===== src/rtl/uart_host_pkg.sv =====
// Shared constants, frame lengths and FSM encodings for the UART host controller.
// Signal bytes are ASCII command/header characters exchanged with the remote device.
package uart_host_pkg;

  localparam logic [7:0] SIG_M_UP = 8'h4D;  // 'M'
  localparam logic [7:0] SIG_M_LO = 8'h6D;  // 'm'
  localparam logic [7:0] SIG_A_UP = 8'h41;  // 'A'
  localparam logic [7:0] SIG_A_LO = 8'h61;  // 'a'
  localparam logic [7:0] SIG_R    = 8'h52;  // 'R'
  localparam logic [7:0] SIG_S    = 8'h53;  // 'S'
  localparam logic [7:0] SIG_F_UP = 8'h46;  // 'F'
  localparam logic [7:0] SIG_F_LO = 8'h66;  // 'f'

  localparam logic [2:0] FRAME_LEN_LONG  = 3'd5;
  localparam logic [2:0] FRAME_LEN_SHORT = 3'd3;

  typedef enum logic [1:0] {TX_IDLE, TX_SEND, TX_WAIT, TX_NEXT} tx_state_t;
  typedef enum logic [1:0] {RX_IDLE, RX_BODY, RX_DONE} rx_state_t;

  // Number of bytes a command puts on the wire; 0 means the command is dropped.
  function automatic logic [1:0] cmd_len(input logic [7:0] sig);
    case (sig)
      SIG_R, SIG_S, SIG_F_UP, SIG_F_LO: cmd_len = 2'd1;
      SIG_M_LO, SIG_A_LO:               cmd_len = 2'd2;
      default:                          cmd_len = 2'd0;
    endcase
  endfunction

  // Total frame length implied by a header byte; 0 means unknown header.
  function automatic logic [2:0] header_len(input logic [7:0] hdr);
    case (hdr)
      SIG_A_UP:                     header_len = FRAME_LEN_LONG;
      SIG_M_UP, SIG_M_LO, SIG_A_LO: header_len = FRAME_LEN_SHORT;
      default:                      header_len = 3'd0;
    endcase
  endfunction

endpackage


===== src/rtl/uart_host_frame_rx.sv =====
// Receive-side frame assembler: header byte selects frame length, bytes pack MSB-first.
// Optional inter-byte timeout enabled by defining UART_HOST_RX_TIMEOUT_EN.
module uart_host_frame_rx
  import uart_host_pkg::*;
#(
  parameter logic [15:0] TIMEOUT_CYCLES = 16'd2700
) (
  input  logic        clk,
  input  logic        rst_n,
  input  logic [7:0]  rx_byte,
  input  logic        rx_valid,
  output logic [39:0] frame,
  output logic        frame_valid,
  output logic        rx_err
);

  rx_state_t   state_q, state_d;
  logic [2:0]  cnt_q, len_q, hdr_len;
  logic [39:0] buf_q;
  logic        hdr_take, body_take, frame_end, err_set;

  function automatic logic [39:0] place_byte(input logic [7:0] b, input logic [2:0] idx);
    case (idx)
      3'd0:    place_byte = {b, 32'd0};
      3'd1:    place_byte = {8'd0, b, 24'd0};
      3'd2:    place_byte = {16'd0, b, 16'd0};
      3'd3:    place_byte = {24'd0, b, 8'd0};
      3'd4:    place_byte = {32'd0, b};
      default: place_byte = 40'd0;
    endcase
  endfunction

`ifdef UART_HOST_RX_TIMEOUT_EN
  logic [15:0] tmo_q;
`else
  logic unused_timeout;
  assign unused_timeout = ^TIMEOUT_CYCLES;
`endif

  assign hdr_len = header_len(rx_byte);

  always_comb begin
    state_d   = state_q;
    hdr_take  = 1'b0;
    body_take = 1'b0;
    frame_end = 1'b0;
    err_set   = 1'b0;
    case (state_q)
      RX_IDLE, RX_DONE: begin
        // A byte landing in RX_DONE is already the next header.
        state_d = RX_IDLE;
        if (rx_valid) begin
          if (hdr_len != 3'd0) begin
            hdr_take = 1'b1;
            state_d  = RX_BODY;
          end else begin
            err_set = 1'b1;
          end
        end
      end
      RX_BODY: begin
        if (rx_valid) begin
          body_take = 1'b1;
          if (cnt_q + 3'd1 == len_q) begin
            frame_end = 1'b1;
            state_d   = RX_DONE;
          end
        end
`ifdef UART_HOST_RX_TIMEOUT_EN
        else if (tmo_q == TIMEOUT_CYCLES - 16'd1) begin
          err_set = 1'b1;
          state_d = RX_IDLE;
        end
`endif
      end
      default: state_d = RX_IDLE;
    endcase
  end

  always_ff @(posedge clk or negedge rst_n) begin
    if (!rst_n) begin
      state_q     <= RX_IDLE;
      cnt_q       <= 3'd0;
      len_q       <= 3'd0;
      frame       <= 40'd0;
      frame_valid <= 1'b0;
      rx_err      <= 1'b0;
    end else begin
      state_q     <= state_d;
      frame_valid <= frame_end;
      rx_err      <= err_set;
      if (hdr_take) begin
        cnt_q <= 3'd1;
        len_q <= hdr_len;
      end else if (body_take && cnt_q < len_q) begin
        cnt_q <= cnt_q + 3'd1;
      end
      if (frame_end)
        frame <= buf_q | place_byte(rx_byte, cnt_q);
    end
  end

  always_ff @(posedge clk) begin
    if (hdr_take)
      buf_q <= place_byte(rx_byte, 3'd0);
    else if (body_take)
      buf_q <= buf_q | place_byte(rx_byte, cnt_q);
  end

`ifdef UART_HOST_RX_TIMEOUT_EN
  always_ff @(posedge clk or negedge rst_n) begin
    if (!rst_n)
      tmo_q <= 16'd0;
    else if (hdr_take || body_take || state_q != RX_BODY)
      tmo_q <= 16'd0;
    else
      tmo_q <= tmo_q + 16'd1;
  end
`endif

endmodule


===== src/rtl/uart_host_controller.sv =====
// Full-duplex UART host: TX command sequencer here, RX frame assembly in uart_host_frame_rx.
// Define UART_HOST_RX_TIMEOUT_EN to enable the RX inter-byte timeout.
module uart_host_controller
  import uart_host_pkg::*;
#(
  parameter logic [15:0] TIMEOUT_CYCLES = 16'd2700
) (
  input  logic        i_CLK,
  input  logic        i_RSTN,
  input  logic [15:0] i_CMD,
  input  logic        i_CMD_VALID,
  output logic        o_CMD_READY,
  output logic [7:0]  o_TX_BYTE,
  output logic        o_TX_BYTE_VALID,
  input  logic        i_TX_DONE,
  input  logic [7:0]  i_RX_BYTE,
  input  logic        i_RX_BYTE_VALID,
  output logic [39:0] o_FRAME,
  output logic        o_FRAME_VALID,
  output logic        o_RX_ERR,
  output logic        o_STREAMING
);

  tx_state_t  tx_state_q, tx_state_d;
  logic       ready_q, load, done_more, done_last;
  logic       second_pending, first_byte, streaming_q;
  logic [7:0] tx_byte_q, addr_q;
  logic [1:0] len;

  assign len = cmd_len(i_CMD[15:8]);

  always_comb begin
    tx_state_d = tx_state_q;
    load       = 1'b0;
    done_more  = 1'b0;
    done_last  = 1'b0;
    case (tx_state_q)
      TX_IDLE:
        // Unknown signals are consumed but keep the FSM idle.
        if (i_CMD_VALID && ready_q && len != 2'd0) begin
          load       = 1'b1;
          tx_state_d = TX_SEND;
        end
      TX_SEND: tx_state_d = TX_WAIT;
      TX_WAIT:
        if (i_TX_DONE) begin
          if (second_pending) begin
            done_more  = 1'b1;
            tx_state_d = TX_SEND;
          end else begin
            done_last  = 1'b1;
            tx_state_d = TX_NEXT;
          end
        end
      TX_NEXT: tx_state_d = TX_IDLE;
      default: tx_state_d = TX_IDLE;
    endcase
  end

  always_ff @(posedge i_CLK or negedge i_RSTN) begin
    if (!i_RSTN) begin
      tx_state_q     <= TX_IDLE;
      ready_q        <= 1'b0;
      tx_byte_q      <= 8'd0;
      second_pending <= 1'b0;
      first_byte     <= 1'b0;
      streaming_q    <= 1'b0;
    end else begin
      tx_state_q <= tx_state_d;
      ready_q    <= (tx_state_d == TX_IDLE);
      if (load) begin
        tx_byte_q      <= i_CMD[15:8];
        second_pending <= (len == 2'd2);
        first_byte     <= 1'b1;
      end else if (done_more) begin
        tx_byte_q      <= addr_q;
        second_pending <= 1'b0;
        first_byte     <= 1'b0;
      end
      if ((done_more || done_last) && first_byte) begin
        if (tx_byte_q == SIG_R)
          streaming_q <= 1'b1;
        else if (tx_byte_q == SIG_S)
          streaming_q <= 1'b0;
      end
    end
  end

  always_ff @(posedge i_CLK) begin
    if (load)
      addr_q <= i_CMD[7:0];
  end

  assign o_CMD_READY     = ready_q;
  assign o_TX_BYTE       = tx_byte_q;
  assign o_TX_BYTE_VALID = (tx_state_q == TX_SEND);
  assign o_STREAMING     = streaming_q;

  uart_host_frame_rx #(
    .TIMEOUT_CYCLES(TIMEOUT_CYCLES)
  ) u_frame_rx (
    .clk        (i_CLK),
    .rst_n      (i_RSTN),
    .rx_byte    (i_RX_BYTE),
    .rx_valid   (i_RX_BYTE_VALID),
    .frame      (o_FRAME),
    .frame_valid(o_FRAME_VALID),
    .rx_err     (o_RX_ERR)
  );

endmodule


===== config.mk =====
export PLATFORM = sky130hd
export DESIGN_NAME = uart_host_controller
export DESIGN_NICKNAME = d
export VERILOG_FILES = /design/src/rtl/uart_host_pkg.sv /design/src/rtl/uart_host_frame_rx.sv /design/src/rtl/uart_host_controller.sv
export SDC_FILE = /design/constraint.sdc
export NUM_CORES = 1
export LEC_CHECK = 0
export BUFFER_PORTS_ARGS = -buffer_cell sky130_fd_sc_hd__buf_2
export CAP_MARGIN = 30
export CORE_MARGIN = 10
export CORE_UTILIZATION = 40
export CTS_CLUSTER_SIZE = 8
export DETAILED_ROUTE_END_ITERATION = 8
export GPL_TIMING_DRIVEN = 0
export PLACE_DENSITY = 0.69
export SETUP_SLACK_MARGIN = 0.4
export SLEW_MARGIN = 25
export SYNTH_ARGS = -nofsm -noshare
export SYNTH_HDL_FRONTEND = slang
export SYNTH_SLANG_ARGS = --single-unit

===== constraint.sdc =====
create_clock -name i_CLK -period 5.5 [get_ports i_CLK]
set_input_delay 0.275 -clock i_CLK [delete_from_list [all_inputs] [get_ports i_CLK]]
set_output_delay 0.275 -clock i_CLK [all_outputs]
set_load 0.005 [all_outputs]

**Yosys cells after proc, flatten, opt, wreduce, memory -nomap -nowiden**

Index checks and enable logic that the tools add are counted.

- $add $sub $neg: 1
- Order comparisons: 1
- Eq/ne operators: 25
- Muxes and demuxes: 45
- Bitwise gates (word level): 2
- Reductions and logical operators: 21

Operator list:

| operator | count |
|---|---|
| two-way mux 40 bit | 5 |
| case mux 40 bit (5 select lines) | 1 |
| == test 8 x 7 -> 1 bit (second input constant) | 12 |
| bitwise OR 40 bit | 2 |
| two-way mux 1 bit | 25 |
| two-way mux 8 bit | 2 |
| two-way mux 2 bit | 6 |
| nonzero test 2 bit | 5 |
| == test 2 bit (second input constant) | 4 |
| case mux 2 bit (2 select lines) | 2 |
| case mux 2 bit (4 select lines) | 1 |
| == test 3 x 2 -> 1 bit (second input constant) | 2 |
| zero test 2 bit | 3 |
| two-way mux 3 bit | 2 |
| case mux 3 bit (2 select lines) | 1 |
| == test 2 x 1 -> 1 bit (second input constant) | 2 |
| logical AND 1 bit | 4 |
| AND reduction 2 bit | 2 |
| OR reduction 2 bit | 2 |
| OR reduction 4 bit | 1 |
| adder 3 x 1 -> 3 bit (second input constant) | 1 |
| == test 3 x 1 -> 1 bit (second input constant) | 1 |
| == test 3 bit | 1 |
| == test 3 bit (second input constant) | 1 |
| other kinds (7) | 7 |

- Flip-flop bits (word level): 112
- Word-level logic and storage cells: 110

**Depth between registers and ports, before layout**

Gate-level depths: netlist of the first run.

- Depth after elaboration: 11
- Depth in mapped cells: 8
- Gate-level depth less buffers: 6

**By module**

A second synthesis of the first run with hierarchy kept.

- Cell total of the unflattened synthesis: 452
- Area total of the unflattened synthesis: 4628.2 um^2

Modules (own cells, without submodules):

| module | times used | cells an instance | area each (um^2) | seq. area each (um^2) |
|---|---|---|---|---|
| uart_host_frame_rx | 1 | 374 | 3592.2 | 2132.0 |
| uart_host_controller | 1 | 78 | 1036.0 | 590.6 |

**Worst setup path after synthesis of the first run**

OpenSTA, ideal clock, no wires.

- Path type: reg-to-reg
- Start point: register u_frame_rx.cnt_q[1]
- End point: register u_frame_rx.frame[38]
- Library setup time: 130 ps
- Data arrival time: 1678 ps
- Data required time: 5370 ps
- Path slack: 3692 ps
- Cell stages (with the launch flop): 8
- Buffers on the path: 1
- Clock period less this slack: 1808 ps
- Cell sequence: dfrtp_1 > ha_1 > ha_1 > xor2_1 > nand4b_1 > clkbuf_1 > nand2_1 > o21ai_1

- Longest elaborated chain between the ends: 5

Ends and longest elaborated chain:

| element | line | RTL |
|---|---|---|
| start: declaration | uart_host_frame_rx.sv:18 | `logic [2:0] cnt_q, len_q, hdr_len;` |
| start signal: assignment | uart_host_frame_rx.sv:96 | `cnt_q <= cnt_q + 3'd1;` |
| adder 3 x 1 -> 3 bit | uart_host_frame_rx.sv:64 | `if (cnt_q + 3'd1 == len_q) begin` |
| == test 3 bit | uart_host_frame_rx.sv:64 |  |
| two-way mux 1 bit | uart_host_frame_rx.sv:64 |  |
| two-way mux 1 bit | uart_host_frame_rx.sv:62 | `if (rx_valid) begin` |
| two-way mux 1 bit | uart_host_frame_rx.sv:48 | `case (state_q)` |
| end signal: assignment | uart_host_frame_rx.sv:99 | `frame <= buf_q \| place_byte(rx_byte, cnt_q);` |
| end: declaration | uart_host_frame_rx.sv:12 | `output logic [39:0] frame,` |

Parallel ways exist; a longest one is shown, timed or not. The select of a mux whose other input is x is not followed.
A chain may end at the register's enable or synchronous reset.

**Final worst setup path of the first run**

- Start point: register u_frame_rx.cnt_q[1]
- End point: register u_frame_rx.frame[36]

The elaborated chain is that of the path after synthesis.

==> reports/summary.txt, run 1 <==
Outcome - complete, no violations
Synth Instances - 466
Std-Cell Rows - 39
Placed Area - 0.00526 sq mm
Mapped Nets - 503
Vias in the first global route - 3587
Sum Neg Setup Slack - 0 ps
CTS clk-pin slew, worst paths - 80 ps
Share of flip-flops with an asynchronous set or reset - 57.1%
Fin crit share - 44.8%
#FFs+latches synth - 112
Routed via count - 3723
Avg Inst Size Synth - 10.0 sq um
Seq/Total Area, Yosys - 58.3%
FF/Latch Area - 0.00272 sq mm
Vias per cell - 5.29
Slew Limit Fails - 0
Hold WC Path Type - in -> reg
Total CTS buffers - 9
CP max-delay cell - nand4b_1
Area growth, synth to finish - 19.5%
Yosys warnings - 0
Max stage delay on crit path - 540 ps
Die height - 128 microns
Worst skew pair latency - 360 ps
Max_slew headroom - 55.6%
Cell at the root of the clock tree - clkbuf_16
Core ar. - 0.0114 sq mm
Average wire per standard cell - 16.8 microns
Power Density - 497 mW/mm^2
Largest cells by area after synthesis - dfrtp_1, dfxtp_1, edfxtp_1, a21oi_1, o21ai_1
Commonest non-fill, non-tap cell in the layout - buf_2
Maximum clock rate - 405 MHz
Setup violations, final - 0
R2r setup slk - 3030 ps
Share of layout cells above drive strength 1 - 20.3%
I/O Pins - 82
Die width - 128 microns
Endpoints failing hold - 0
Setup Skew - 8.23 ps
HPWL after detailed placement - 8540 microns
Post-route ant nets - 0
Setup CP Type - reg -> reg
Delay-heaviest family, CP - simple AND/OR/NAND/NOR gates
Diodes inserted - 0
Initial antenna violation count - 0
Number of flops mapped to enable cells by yosys - 16
Unrepaired setup endpoints after global routing - no
CP arrival - 2700 ps
CTS tree - yes
CP cell instances - ha_1 > ha_1 > xor2_1 > nand4b_1 > clkbuf_1 > nand2_1 > o21ai_1
Synth Cell Area - 0.00467 sq mm
Initial DRC Count - 329
Buffers added on ports - 77
CTS Sinks - 112
Fin worst setup slack - 3030 ps
Htree depth - 3
Starting density of the core - 40.9%
First-pass GRT wire length - 18600 microns
Leak pwr - 2.66 nW
CP dominant cell by count - ha_1
CP Buf/Inv Count - 1
Grt total ovfl - 0
Worst slack at placement - 3080 ps
Final nets - 593
Placer Congestion - 0.802
Filler cell count - 1078
Fin area - 0.00558 sq mm
Routed WL - 11800 microns
Worst setup SP type - flop
Combined area of the multi-input logic cells - 0.00175 sq mm
Crit-path max FO - 10
Worst EP required - 5730 ps
DRC Markers - 0
CP Capture Type - flop
Pre-antenna DRT Iters - 4
Most frequent cells in the layout - buf_2, a21oi_1, dfrtp_1, nand2_1, o21ai_1
Area leader, netlist - dfrtp_1
Top cell type's share of synthesized area - 34.3%
VDD IR max - 0.282 mV
Global-route usage over all layers - 14.2%
Clock Path Buffers - 2
Netlist cell types - 51
Hold WS - 97.5 ps
MaxCap Viol Count - 0
Minimum clock period - 2470 ps
Worst Max-Slew Pin Slew - 666 ps
DIE AREA - 0.0164 sq mm
Largest net degree at the start of global routing - 50
Top FF cell, synth - dfrtp_1
==> flip-flops by register name (all words and copies together), names as in the netlist <==
name,flops
addr_q,8
first_byte,1
o_CMD_READY,1
o_STREAMING,1
o_TX_BYTE,8
second_pending,1
tx_state_q,2
u_frame_rx.buf_q,40
u_frame_rx.cnt_q,3
u_frame_rx.frame,40
u_frame_rx.frame_valid,1
u_frame_rx.len_q,3
u_frame_rx.rx_err,1
u_frame_rx.state_q,2
==> Yosys cell counts (all sizes together) (4+ instances only) <==
master,n
mux2i,8
inv,14
nand2b,5
dfrtp,64
edfxtp,16
o21ai,46
ha,8
clkbuf,22
nor2,42
nand2,51
buf,10
nor2b,5
nand4,4
and3,4
nor3,4
dfxtp,32
and2,7
nand3,7
a21oi,77
==> power breakdown <==
part           switching, W  internal (W)
clock              0.000342      0.000329
sequential         0.000164       0.00113
combinational      0.000449      0.000360
total              0.000955       0.00182
==> path summary, 6_finish.rpt <==
kind	from	to	depth (start not counted)
max	u_frame_rx.cnt_q[1]	u_frame_rx.frame[36]	7
min	i_CMD[1]	addr_q[1]	1
max reg2reg	u_frame_rx.cnt_q[1]	u_frame_rx.frame[36]	7
min reg2reg	addr_q[6]	o_TX_BYTE[6]	2
max in group asynchronous	i_RSTN	o_TX_BYTE[2]	3
min in group asynchronous	i_RSTN	tx_state_q[0]	2
==> layer usage <==
| layer | wire length, microns | GRT usage (%) |
|---|---|---|
| met4 | 194 | 5.56 |
| met1 | 5180 | 17.5 |
| met2 | 5450 | 22.3 |
| met3 | 968 | 5.09 |
| met5 | 0 | 0 |
==> area by class of cell <==
class,count,share of cell area [%]
plain buffers,32,2.53
clock buffers,9,4.04
clock inverters,7,1.48
inverters,14,0.942
multi-input cells,308,31.4
flip-flops and latches,112,48.8
well taps,143,3.21
repair buffers,79,7.62
==> timing repair <==
action	in CTS	in global routing
resized for setup	0	0
endpoints found under the setup margin	0	0
hold endpoints to repair	15	0
setup buffers	0	0
hold buffers	1	0
==> logic make-up (layout without fill, tap and decap cells) <==
family / after synthesis / in the layout / synth area share [%]
multiplexers: 11 / 11 / 2.68
adder cells (fa/ha/maj): 8 / 8 / 2.14
flip-flops: 112 / 112 / 58.3
XOR/XNOR: 3 / 3 / 0.563
AO/OA/AOI/OAI: 141 / 141 / 16.5
buffers and inverters: 46 / 141 / 4.15
AND/OR/NAND/NOR: 145 / 145 / 15.7
==> metrics by stage <==
step | power, W | utilization [%] | cells
global route | 0.00296 | 48.9 | 704
detailed placement | 0.00213 | 46.1 | 687
global placement | 0.00209 | 45.8 | 686
finish | 0.00277 | 48.9 | 704
floorplan | 0.00179 | - | 466
CTS | 0.00281 | 48.9 | 704
(Power assumes the default switching activity.)
==> run 2: changes to the inputs <==
ABC_AREA = 1   (was default)
clock period = 2.6 ns   (was 5.5 ns; I/O delays follow)
==> reports/summary.txt, run 2 <==
Most frequent cells in the layout - nand2_1, buf_2, nor2_1, dfrtp_1, inv_1 (was buf_2, a21oi_1, dfrtp_1, nand2_1, o21ai_1)
GRT busiest layer - met2 (unchanged)
CTS clk-pin slew, worst paths - 70 ps (was 80 ps)
Grt total ovfl - 0 (unchanged)
VDD IR max - 0.448 mV (was 0.282 mV)
Seq/Total Area, Yosys - 56.2% (was 58.3%)
Outcome - complete, no violations (unchanged)
Top post-synthesis cells by count - nand2_1, nor2_1, dfrtp_1, inv_1, dfxtp_1 (was a21oi_1, dfrtp_1, nand2_1, o21ai_1, nor2_1)
Average wire per standard cell - 15.7 microns (was 16.8 microns)
Hold WS - 77.6 ps (was 97.5 ps)
Endpoints failing hold - 0 (unchanged)
Pre-antenna DRT Iters - 4 (unchanged)
CP Buf/Inv Count - 2 (was 1)
Diodes inserted - 0 (unchanged)
Share of flip-flops with an asynchronous set or reset - 57.1% (unchanged)
Sum Neg Setup Slack - 0 ps (unchanged)
Placed instance count - 761 (was 687)
Core ar. - 0.0119 sq mm (was 0.0114 sq mm)
First-pass GRT wire length - 20100 microns (was 18600 microns)
Fin area - 0.00581 sq mm (was 0.00558 sq mm)
CP cell instances - ha_1 > ha_1 > nor2_1 > nor3_1 > nand2_2 > nor2_8 > inv_4 > buf_6 > nand2_1 > o21ai_2 (was ha_1 > ha_1 > xor2_1 > nand4b_1 > clkbuf_1 > nand2_1 > o21ai_1)
Global-route usage over all layers - 15.1% (was 14.2%)
Top FF cell, synth - dfrtp_1 (unchanged)
Unrepaired setup endpoints after global routing - no (unchanged)
Synth Instances - 535 (was 466)
Starting density of the core - 40.7% (was 40.9%)
Die height - 130 microns (was 128 microns)
Initial DRC Count - 282 (was 329)
Final nets - 671 (was 593)
Clock Path Buffers - 2 (unchanged)
Hold WC Path Type - in -> reg (unchanged)
Largest net degree at the start of global routing - 65 (was 50)
P_int - 0.00342 W (was 0.00182 W)
Mapped Nets - 572 (was 503)
HPWL after detailed placement - 9170 microns (was 8540 microns)
Placer Congestion - 0.929 (was 0.802)
Setup Skew - 10.0 ps (was 8.23 ps)
Worst R2R Path Depth - 10 (was 7)
Largest cells by area after synthesis - dfrtp_1, dfxtp_1, nand2_1, edfxtp_1, nor2_1 (was dfrtp_1, dfxtp_1, edfxtp_1, a21oi_1, o21ai_1)
Endpoint of the worst-slack reg-to-reg timing path - u_frame_rx.frame[32] (was u_frame_rx.frame[36])
CP Capture Type - flop (unchanged)
Worst skew pair latency - 350 ps (was 360 ps)
CTS Sinks - 112 (unchanged)
Post-route ant nets - 0 (unchanged)
Htree depth - 3 (unchanged)
Commonest non-fill, non-tap cell in the layout - nand2_1 (was buf_2)
CP arrival - 2280 ps (was 2700 ps)
MaxCap Viol Count - 0 (unchanged)
Cell at the root of the clock tree - clkbuf_16 (unchanged)
Area growth, synth to finish - 19.9% (was 19.5%)
DRC Markers - 0 (unchanged)
Hold EP - tx_state_q[0] (was addr_q[1])
#FFs+latches synth - 112 (unchanged)
Crit-path max FO - 10 (unchanged)
Slew Limit Fails - 0 (unchanged)
Power Density - 885 mW/mm^2 (was 497 mW/mm^2)
Psw - 0.00172 W (was 0.000955 W)
Leak pwr - 3.10 nW (was 2.66 nW)
M3 GR Usage - 3.94% (was 5.09%)
GR Util met1 - 17.7% (was 17.5%)
Largest registers - u_frame_rx.buf_q x40, u_frame_rx.frame x40 (unchanged)
Met2 usage - 25.7% (was 22.3%)
Routed via count - 4008 (was 3723)
Worst Max-Slew Pin Slew - 823 ps (was 666 ps)
Area leader, netlist - dfrtp_1 (unchanged)
Avg Inst Size Synth - 9.05 sq um (was 10.0 sq um)
Seq pwr share - 47.4% (was 46.6%)
Minimum clock period - 2040 ps (was 2470 ps)
Proportion of power drawn by combinational gates - 26.6% (was 29.2%)
Maximum clock rate - 490 MHz (was 405 MHz)
R2r setup slk - 560 ps (was 3030 ps)
Vias per cell - 5.10 (was 5.29)
Filler cell count - 1164 (was 1078)
CTS tree - yes (unchanged)
Max_slew headroom - 45.1% (was 55.6%)
Worst EP required - 2840 ps (was 5730 ps)
R2R Path Start - u_frame_rx.cnt_q[1] (unchanged)
Clock share of power - 26.0% (was 24.2%)
Number of flops mapped to enable cells by yosys - 16 (unchanged)
Postcts setup bufs - 0 (unchanged)
Setup CP Type - reg -> reg (unchanged)
Total CTS buffers - 9 (unchanged)
DIE AREA - 0.0169 sq mm (was 0.0164 sq mm)
Buffers added on ports - 79 (was 77)
Top cell type's share of synthesized area - 33.1% (was 34.3%)
Non-filler cells, final - 786 (was 704)
Hold_sp - i_TX_DONE (was i_CMD[1])
Placed Area - 0.00542 sq mm (was 0.00526 sq mm)
Netlist cell types - 35 (was 51)
Initial antenna violation count - 0 (unchanged)
Die width - 130 microns (was 128 microns)
Share of layout cells above drive strength 1 - 21.8% (was 20.3%)
Setup violations, final - 0 (unchanged)
I/O Pins - 82 (unchanged)
Synth Cell Area - 0.00484 sq mm (was 0.00467 sq mm)
Fin crit share - 78.5% (was 44.8%)
Routed WL - 12300 microns (was 11800 microns)
Max stage delay on crit path - 440 ps (was 540 ps)
Delay-heaviest family, CP - simple AND/OR/NAND/NOR gates (unchanged)
CP max-delay cell - dfrtp_1 (was nand4b_1)
Final core utilization - 48.7% (was 48.9%)
CP dominant cell by count - ha_1 (unchanged)
Worst setup SP type - flop (unchanged)
Switching Share - 33.5% (was 34.4%)
Yosys warnings - 0 (unchanged)
Vias in the first global route - 4055 (was 3587)
WHS Path Cells - 3 (was 1)
Count leader, synth - nand2_1 (was a21oi_1)
Std-Cell Rows - 40 (was 39)
-- run 2: layout make-up --
type                    count  area, sq um  area share (%)
plain buffers              19          164            2.82
clock buffers              11          243            4.18
clock inverters             5         46.3           0.797
inverters                  47          179            3.08
multi-input cells         357         1780            30.6
flip-flops and latches    112         2720            46.9
well taps                 147          184            3.17
repair buffers             88          488            8.41
-- run 2: repair_timing --
action / in CTS / in global routing
hold endpoints to repair: 72 / 0
gates resized for setup: 0 / 1
endpoints found under the setup margin: 0 / 26
hold buffers: 9 / 0
-- run 2: metrics by stage --
step | power (W) | setup slack, ps
floorplan | 0.00331 | 792
detailed placement | 0.00383 | 530
global placement | 0.00375 | 566
finish | 0.00514 | 559
global route | 0.00548 | 403
CTS | 0.00518 | 516
-- run 2: metal layers --
metal / part of all wire (%) / wire length (microns) / up-vias
li1: - / - / 1952
met1: 41 / 5110 / 1897
met2: 50 / 6120 / 136
met3: 6.8 / 840 / 23
met4: 2.1 / 261 / 0
met5: 0 / 0 / -
-- run 2: kinds of logic after synthesis --
kind of cell / count (synthesis) / share of synthesized area, %
AND/OR/NAND/NOR: 247 / 21.6
flip-flops: 112 / 56.2
AO/OA/AOI/OAI: 102 / 13.1
buffers and inverters: 66 / 7.08
adder cells (fa/ha/maj): 8 / 2.07
-- run 2: worst reg2reg max path, stage by stage (launching register included) --
cell and delay (ps):
dfrtp_1 440, ha_1 210, ha_1 330, nor2_1 50
nor3_1 170, nand2_2 140, nor2_8 190, inv_4 120
buf_6 160, nand2_1 70, o21ai_2 60
-- run 2: worst max path at each step --
stage	startpoint	to	slack [ps]	cells after the start
after floorplan	u_frame_rx.cnt_q[0]	u_frame_rx.frame[14]	790	10
after global placement	u_frame_rx.cnt_q[1]	u_frame_rx.frame[14]	570	10
after detailed placement	u_frame_rx.cnt_q[1]	u_frame_rx.frame[13]	530	10
after CTS	u_frame_rx.cnt_q[1]	u_frame_rx.frame[32]	520	10
after global routing	u_frame_rx.cnt_q[0]	u_frame_rx.frame[39]	400	10
final	u_frame_rx.cnt_q[1]	u_frame_rx.frame[32]	560	10
-- run 2: power groups by stage --
stage          Clock [W]  Combinational [W]  Sequential, W
6_report         0.00134            0.00137        0.00243
5_1_grt          0.00144            0.00156        0.00248
4_1_cts          0.00137            0.00138        0.00243
3_5_place_dp           0            0.00136        0.00246
3_3_place_gp           0            0.00131        0.00244
2_1_floorplan          0           0.000880        0.00243
==> run 3: changes to the inputs <==
ABC_AREA = 0   (was 1)
clock period = 2 ns   (was 2.6 ns; I/O delays follow)
==> reports/summary.txt, run 3 (synthesized netlist as in run 1, its figures left out) <==
Outcome - complete, no violations (unchanged)
R2r setup slk - 210 ps (was 560 ps)
Die width - 128 microns (was 130 microns)
Final core utilization - 54.6% (was 48.7%)
Htree depth - 3 (unchanged)
Final nets - 620 (was 671)
Most frequent cells in the layout - buf_2, dfrtp_1, a21oi_1, nand2_1, o21ai_1 (was nand2_1, buf_2, nor2_1, dfrtp_1, inv_1)
Final total power - 0.00836 W (was 0.00514 W)
CP arrival - 2030 ps (was 2280 ps)
Grt total ovfl - 0 (unchanged)
Worst setup SP type - flop (unchanged)
Std-Cell Rows - 39 (was 40)
CTS clk-pin slew, worst paths - 80 ps (was 70 ps)
R2R Path Start - u_frame_rx.cnt_q[0] (was u_frame_rx.cnt_q[1])
Commonest non-fill, non-tap cell in the layout - buf_2 (was nand2_1)
DIE AREA - 0.0164 sq mm (was 0.0169 sq mm)
Endpoint of the worst-slack reg-to-reg timing path - u_frame_rx.frame[1] (was u_frame_rx.frame[32])
Routed via count - 3903 (was 4008)
Global-route usage over all layers - 15.1% (about the same)
VDD IR max - 0.703 mV (was 0.448 mV)
Vias per cell - 5.34 (was 5.10)
Largest net degree at the start of global routing - 35 (was 65)
Max_slew headroom - 47.0% (was 45.1%)
Diodes inserted - 0 (unchanged)
Share of layout cells above drive strength 1 - 34.4% (was 21.8%)
MaxCap Viol Count - 0 (unchanged)
Leak pwr - 2.92 nW (was 3.10 nW)
Die height - 128 microns (was 130 microns)
CTS tree - yes (unchanged)
Initial DRC Count - 289 (was 282)
Pre-antenna DRT Iters - 5 (was 4)
Crit-path max FO - 10 (unchanged)
Largest registers - u_frame_rx.buf_q x40, u_frame_rx.frame x40 (unchanged)
Setup CP Type - reg -> reg (unchanged)
I/O Pins - 82 (unchanged)
Hold WC Path Type - in -> reg (unchanged)
Starting density of the core - 40.9% (was 40.7%)
Worst Max-Slew Pin Slew - 795 ps (was 823 ps)
Worst skew pair latency - 360 ps (was 350 ps)
Worst EP required - 2240 ps (was 2840 ps)
CP Capture Type - flop (unchanged)
Vias in the first global route - 3885 (was 4055)
Worst R2R Path Depth - 9 (was 10)
Endpoints failing hold - 0 (unchanged)
Minimum clock period - 1790 ps (was 2040 ps)
Fin worst setup slack - 208 ps (was 559 ps)
Cell at the root of the clock tree - clkbuf_16 (unchanged)
Setup Skew - 10.3 ps (was 10.0 ps)
Area growth, synth to finish - 33.6% (was 19.9%)
HPWL after detailed placement - 8630 microns (was 9170 microns)
Unrepaired setup endpoints after global routing - yes (was no)
Post-route ant nets - 0 (unchanged)
Buffers added on ports - 77 (was 79)
Core ar. - 0.0114 sq mm (was 0.0119 sq mm)
Worst slack at placement - -229 ps (was 530 ps)
Slew Limit Fails - 0 (unchanged)
Total CTS buffers - 9 (unchanged)
Critical Path Source - u_frame_rx.cnt_q[0] (was u_frame_rx.cnt_q[1])
Clock Path Buffers - 2 (unchanged)
First-pass GRT wire length - 20100 microns (about the same)
Initial antenna violation count - 0 (unchanged)
Setup violations, final - 0 (unchanged)
Fin crit share - 89.6% (was 78.5%)
Filler cell count - 1009 (was 1164)
DRC Markers - 0 (unchanged)
Critical path destination - u_frame_rx.frame[1] (was u_frame_rx.frame[32])
Placer Congestion - 0.847 (was 0.929)
CTS Sinks - 112 (unchanged)
Power Density - 1340 mW/mm^2 (was 885 mW/mm^2)
Average wire per standard cell - 17.5 microns (was 15.7 microns)
Maximum clock rate - 558 MHz (was 490 MHz)
WHS Path Cells - 2 (was 3)
Routed WL - 12800 microns (was 12300 microns)
run 3: layer usage:
layer | GRT usage (%) | up-vias | wire length, microns | share of wire, %
met3 | 5.29 | 13 | 1010 | 7.9
li1 | - | 1847 | - | -
met4 | 3.25 | 0 | 125 | 0.98
met2 | 23.9 | 139 | 6160 | 48
met5 | 0 | - | 0 | 0
met1 | 19.4 | 1904 | 5490 | 43
run 3: worst max-delay path, stage by stage, from the launching register on:
cell	delay, ps
dfrtp_1	410
inv_2	90
buf_12	130
ha_1	280
nor2b_1	150
nand4b_1	130
buf_6	170
clkbuf_8	160
nand2_1	70
o21ai_1	70
run 3: where the power goes:
part	internal (W)	switching, W	total, W	leakage, nW
registers	0.00310	0.000529	0.00363	1.22
clock network	0.000997	0.000871	0.00187	0.152
logic	0.00140	0.00146	0.00286	1.54
run 3: layout make-up:
type	count	area, sq um	share of cell area (%)
buffer	32	289	4.63
clock buffer	10	229	3.67
clock inverter	6	73.8	1.18
inverter	14	56.3	0.903
multi-input combinational	308	2020	32.4
sequential	112	2720	43.7
tap	143	179	2.87
timing repair buffer	106	666	10.7
run 3: how the worst min path moves through the flow:
| stage | start | end | slack, ps |
|---|---|---|---|
| after floorplan | i_RSTN | first_byte | -200 |
| after global placement | i_CMD[3] | addr_q[3] | 280 |
| after detailed placement | i_RSTN | o_STREAMING | 70 |
| after CTS | i_CMD[13] | o_TX_BYTE[5] | 20 |
| after global routing | i_CMD[8] | o_TX_BYTE[0] | 20 |
| final | i_CMD[13] | o_TX_BYTE[5] | 30 |
run 3: stage by stage:
step	setup TNS (ps)	cell area [sq um]	std cells	hold slack, ps
2_1_floorplan	0	4710	466	-196
3_3_place_gp	-6210	5270	686	279
3_5_place_dp	-7610	5300	687	74.6
4_1_cts	0	5900	721	20.7
5_1_grt	0	6240	731	20.4
6_report	0	6240	731	32.6
run 3: repair_timing:
action,CTS,global route
setup buffers,9,9
hold buffers,9,0
cloned,0,1
pin swaps,4,22
gates resized for setup,45,76
setup endpoints to repair,101,107
endpoints found under the hold margin,38,0
